[src/rtl/ps2_pkg.sv]
// ============================================================================
// ps2_pkg : shared types, defaults and width helper for the PS/2 packet framer
// Revision: 1.0
// ============================================================================
`default_nettype none

package ps2_pkg;

    typedef enum logic [0:0] {
        SEARCH  = 1'b0,
        COLLECT = 1'b1
    } ps2_state_e;

    localparam int BYTE_W_DEF    = 8;
    localparam int PKT_BYTES_DEF = 3;
    localparam int SYNC_BIT_DEF  = 3;

    // Index counter width; never below one bit so PKT_BYTES=2 still has a counter.
    function automatic int idx_width(input int n);
        return (n <= 2) ? 1 : $clog2(n);
    endfunction

endpackage

`default_nettype wire

[src/rtl/ps2_gap_timer.sv]
// ============================================================================
// ps2_gap_timer : inter-byte idle counter; expire fires on the edge it reaches the limit
// Revision: 1.0
// ============================================================================
`default_nettype none

module ps2_gap_timer #(
    parameter int TIMEOUT_CYC = 1024
) (
    input  logic clk,
    input  logic reset,
    input  logic clear,
    input  logic enable,
    output logic expire
);

    localparam int CNT_W = $clog2(TIMEOUT_CYC + 1);

    logic [CNT_W-1:0] cnt_q;
    logic [CNT_W-1:0] cnt_d;

    always_comb begin
        cnt_d = cnt_q;
        if (clear) begin
            cnt_d = '0;
        end else if (enable) begin
            cnt_d = cnt_q + 1'b1;
        end
    end

    always_ff @(posedge clk) begin
        if (reset) begin
            cnt_q <= '0;
        end else begin
            cnt_q <= cnt_d;
        end
    end

    // Lookahead: the idle edge that takes the count to TIMEOUT_CYC is the abandon edge.
    assign expire = enable && !clear && (cnt_q == CNT_W'(TIMEOUT_CYC - 1));

endmodule

`default_nettype wire

[src/rtl/ps2_packet_assembler.sv]
// ============================================================================
// ps2_packet_assembler : sync-aligned PKT_BYTES packet framer with held output.
// Optional inter-byte timeout enabled by defining PS2_PACKET_TIMEOUT_EN.
// Revision: 1.0
// ============================================================================
`default_nettype none

module ps2_packet_assembler
    import ps2_pkg::*;
#(
    parameter int BYTE_W      = BYTE_W_DEF,
    parameter int PKT_BYTES   = PKT_BYTES_DEF,
    parameter int SYNC_BIT    = SYNC_BIT_DEF,
    parameter int TIMEOUT_CYC = 1024
) (
    input  logic                        clk,
    input  logic                        reset,
    input  logic                        in_valid,
    input  logic [BYTE_W-1:0]           in,
    output logic [PKT_BYTES*BYTE_W-1:0] out_bytes,
    output logic                        done,
    output logic                        sync_drop,
    output logic                        timeout
);

    localparam int IDX_W = idx_width(PKT_BYTES);
    localparam int SH_W  = (PKT_BYTES - 1) * BYTE_W;

    ps2_state_e                  state_q, state_d;
    logic [IDX_W-1:0]            idx_q, idx_d;
    logic [SH_W-1:0]             shift_q, shift_d;
    logic [PKT_BYTES*BYTE_W-1:0] out_q, out_d;
    logic                        done_q, done_d;
    logic                        drop_q, drop_d;
    logic                        to_q, to_d;
    logic                        gap_expire;

`ifdef PS2_PACKET_TIMEOUT_EN
    ps2_gap_timer #(
        .TIMEOUT_CYC (TIMEOUT_CYC)
    ) u_gap_timer (
        .clk    (clk),
        .reset  (reset),
        .clear  ((state_q == SEARCH) || in_valid),
        .enable ((state_q == COLLECT) && !in_valid),
        .expire (gap_expire)
    );
`else
    assign gap_expire = 1'b0;
`endif

    always_comb begin
        state_d = state_q;
        idx_d   = idx_q;
        shift_d = shift_q;
        out_d   = out_q;
        done_d  = 1'b0;
        drop_d  = 1'b0;
        to_d    = 1'b0;
        if (in_valid) begin
            case (state_q)
                SEARCH: begin
                    if (in[SYNC_BIT]) begin
                        shift_d = SH_W'({shift_q, in});
                        idx_d   = IDX_W'(1);
                        state_d = COLLECT;
                    end else begin
                        drop_d = 1'b1;
                    end
                end
                COLLECT: begin
                    if (idx_q == IDX_W'(PKT_BYTES - 1)) begin
                        // Shift register holds bytes 0..N-2; the live byte completes it.
                        out_d   = {shift_q, in};
                        done_d  = 1'b1;
                        idx_d   = '0;
                        state_d = SEARCH;
                    end else begin
                        shift_d = SH_W'({shift_q, in});
                        idx_d   = idx_q + 1'b1;
                    end
                end
                default: state_d = SEARCH;
            endcase
        end else if (gap_expire) begin
            idx_d   = '0;
            state_d = SEARCH;
            to_d    = 1'b1;
        end
    end

    always_ff @(posedge clk) begin
        if (reset) begin
            state_q <= SEARCH;
            idx_q   <= '0;
            shift_q <= '0;
            out_q   <= '0;
            done_q  <= 1'b0;
            drop_q  <= 1'b0;
            to_q    <= 1'b0;
        end else begin
            state_q <= state_d;
            idx_q   <= idx_d;
            shift_q <= shift_d;
            out_q   <= out_d;
            done_q  <= done_d;
            drop_q  <= drop_d;
            to_q    <= to_d;
        end
    end

    assign out_bytes = out_q;
    assign done      = done_q;
    assign sync_drop = drop_q;
    assign timeout   = to_q;

endmodule

`default_nettype wire

[config.mk]
export PLATFORM = sky130hd
export DESIGN_NAME = ps2_packet_assembler
export DESIGN_NICKNAME = d
export VERILOG_FILES = /design/src/rtl/ps2_pkg.sv /design/src/rtl/ps2_gap_timer.sv /design/src/rtl/ps2_packet_assembler.sv
export SDC_FILE = /design/constraint.sdc
export NUM_CORES = 1
export LEC_CHECK = 0
export BUFFER_PORTS_ARGS = -buffer_cell sky130_fd_sc_hd__buf_2
export CAP_MARGIN = 40
export CELL_PAD_IN_SITES_DETAIL_PLACEMENT = 1
export CELL_PAD_IN_SITES_GLOBAL_PLACEMENT = 1
export CORE_MARGIN = 8
export CORE_UTILIZATION = 40
export CTS_CLUSTER_DIAMETER = 120
export CTS_CLUSTER_SIZE = 25
export DETAILED_ROUTE_END_ITERATION = 10
export GPL_ROUTABILITY_DRIVEN = 0
export PLACE_DENSITY_LB_ADDON = 0.05
export SKIP_CTS_REPAIR_TIMING = 1
export SYNTH_ARGS = -nofsm -noshare
export SYNTH_HDL_FRONTEND = slang
export SYNTH_SLANG_ARGS = --single-unit
[constraint.sdc]
create_clock -name clk -period 2.7 [get_ports clk]
set_clock_uncertainty 0.1 [all_clocks]
set_input_delay 0.135 -clock clk [delete_from_list [all_inputs] [get_ports clk]]
set_output_delay 0.135 -clock clk [all_outputs]
set_load 0.1 [all_outputs]
==> impl_metrics.tcl <==
set metrics [dict create \
    rows 24 \
    start_kind "flop" \
    p_leak_nw 0.857 \
    dr_wl_met2_um 1800 \
    cts_buffers 5 \
    ff2ff_path_depth 3 \
    p_per_area_nw_per_um2 629 \
    yosysWarnings 0 \
    io_buffers 36 \
    die_x_um 82.6 \
    tns_ps 0 \
    crit_type "reg2reg" \
    hpwl_um 2780 \
    hold_violations 3 \
    route.detailed.wl_per_inst_um 14.1 \
    grt_start_max_net_pins 54 \
    ys.flop_type "dfxtp_1" \
    netlist_area_um2 1770 \
    drtAntennaViolNets 0 \
    clk_pin_slew_ps 80 \
    finalCriticalPeriod_ps 1810 \
    worstSetupStartpoint "state_q" \
    n_antenna_cell 0 \
    regToRegEndpoint "out_bytes[11]" \
    cts.path.max_buffers 2 \
    setup_viol 0 \
    min_path_type "in2reg" \
    post-route-period-util_pct 67.2 \
    worstSetupEndpoint "out_bytes[11]" \
    syn_area_per_cell_um2 9.14 \
    synth_area_leaders "dfxtp_1 51%, nand2_1 10%, mux2i_1 9.0%" \
    cts_root_buf "clkbuf_8" \
    worstPathArrival_ps 1870 \
    die-area_um2 6820 \
    cts_tree "built" \
    worst-path-buf-inv 0 \
    drt_first_pass_iters 2 \
    ys_seq_elements 45 \
    ir_worst_vdd_mv 0.231 \
    path_cells "nand4b_2 > nand2_1 > a21oi_2" \
    layout-drive-gt1-share_pct 22.8 \
    reg2reg_slack_ps 890 \
    remaining_drc_errors 0 \
    cp_max_fo 25 \
    htree_num_levels 2 \
    initial_core_util_pct 41.0 \
    hold_ws_ps -5.08 \
    netlist.area_leader.share_pct 50.8 \
    vias 1372 \
    synth_edf_count 0 \
    rsz0062_at_grt "false" \
    first_iter_violations 52 \
    synth_cells 194 \
    clk-insertion-delay-late_ps 300 \
    power_mw 1.31 \
    vias_per_cell 4.90 \
    area_growth_pct 17.4 \
    cp-end-kind "flop" \
    synth.distinct_cells 23 \
    grt_overflow 0 \
    failed_checks "hold timing" \
    antenna_found_initial 0 \
    yosysTopAreaCell "dfxtp_1" \
    cp.depth 3 \
    reg2reg_from "state_q" \
    final_nets 238 \
    highest_layer "met4" \
    num_io_pins 38 \
    synth_fp_nets 205 \
    layout_setup_ws_ps 886 \
    crit_slowest_cell "nand4b_2" \
    cts_sinks 45 \
    max_stage_delay_ps 640 \
    synthArstFlopShare_pct 0 \
    timing.fmax_ghz 0.551 \
    drt-met1-wl_um 1870 \
    tightest_slew_ps 806 \
    cpLargestDelayFamily "simple AND/OR/NAND/NOR gates" \
    core_area_um2 4320 \
    wl_met3_um 226 \
    fill_cells 531 \
    grt_pass1_vias 1412 \
    final_cell_mix "49 x nand2_1, 45 x dfxtp_1, 36 x buf_2, 27 x a21oi_1, 25 x nand2b_1" \
    status "finished with violations" \
    drv_cap 0 \
    wirelength_um 3950 \
    place_ws_ps 850 \
    die_h_um 82.6 \
    grt_pass1_wl_um 6580 \
    final_common_cell "nand2_1" \
    slew_headroom_pct 46.3 \
    crit_required_ps 2760 \
    synth_seq_area_share_pct 50.8 \
    slew_violations 0 \
    track_usage_pct 12.4 \
]
kinds of logic (layout without fill, tap and decap cells):
family / after synthesis / in the layout / share of synthesized area, %
other: 1 / 1 / 0.212
multiplexers: 16 / 16 / 9.03
AO/OA/AOI/OAI: 34 / 34 / 10.8
AND/OR/NAND/NOR: 83 / 83 / 23.3
flip-flops: 45 / 45 / 50.8
buffers and inverters: 15 / 49 / 5.86
layer usage:
| layer | vias to the layer above | global-route usage (%) |
|---|---|---|
| met4 | 0 | 6.21 |
| met2 | 30 | 19.7 |
| met1 | 639 | 14.8 |
| li1 | 697 | - |
| met3 | 6 | 3.79 |
| met5 | - | 0 |
sequential cells by signal, indices dropped and copies added (netlist names):
name,cells
shift_q,16
state_q,1
out_bytes,24
sync_drop,1
idx_q,2
done,1
cell usage after synthesis, types with 2 or more instances:
cell type	n
nand2_1	49
dfxtp_1	45
a21oi_1	27
nand2b_1	25
mux2i_1	16
buf_4	6
clkbuf_1	4
a21oi_2	3
buf_6	3
buf_2	2
nor2_1	2
report_power, final:
group | internal [mW] | switching (mW)
Sequential | 0.677 | 0.0144
Clock | 0.301 | 0.232
Combinational | 0.0356 | 0.0492
Total | 1.01 | 0.295
cell type report:
class                           instances  area (µm²)  area share (%)
Timing Repair Buffer                   41         228            10.9
Sequential cell                        45         901            43.3
Tap cell                               52        65.1            3.12
Clock inverter                          2        37.5            1.80
Clock buffer                            6        82.6            3.97
Multi-Input combinational cell        134         768            36.9
through the flow:
step | cell area [µm²] | utilization (%) | instances
finish | 2080 | 48.1 | 280
detailed placement | 1920 | 44.4 | 268
global route | 2080 | 48.1 | 280
floorplan | 1770 | - | 194
CTS | 2040 | 47.2 | 276
global placement | 1920 | 44.4 | 268
worst min path at each step:
stage,from,to,slack [ps],cells after the start
after global routing,in[4],out_bytes[4],1,3
after detailed placement,in[1],out_bytes[1],300,3
after global placement,in[7],out_bytes[7],290,3
after CTS,in[1],out_bytes[1],-30,3
final,in[7],out_bytes[7],-5,3
after floorplan,in[0],out_bytes[0],170,2
tightest hold or removal path, stage by stage:
cell and delay (ps):
buf_2 110, nand2_1 50, a21oi_1 50
Note: power is estimated with default switching activity, not from simulation.
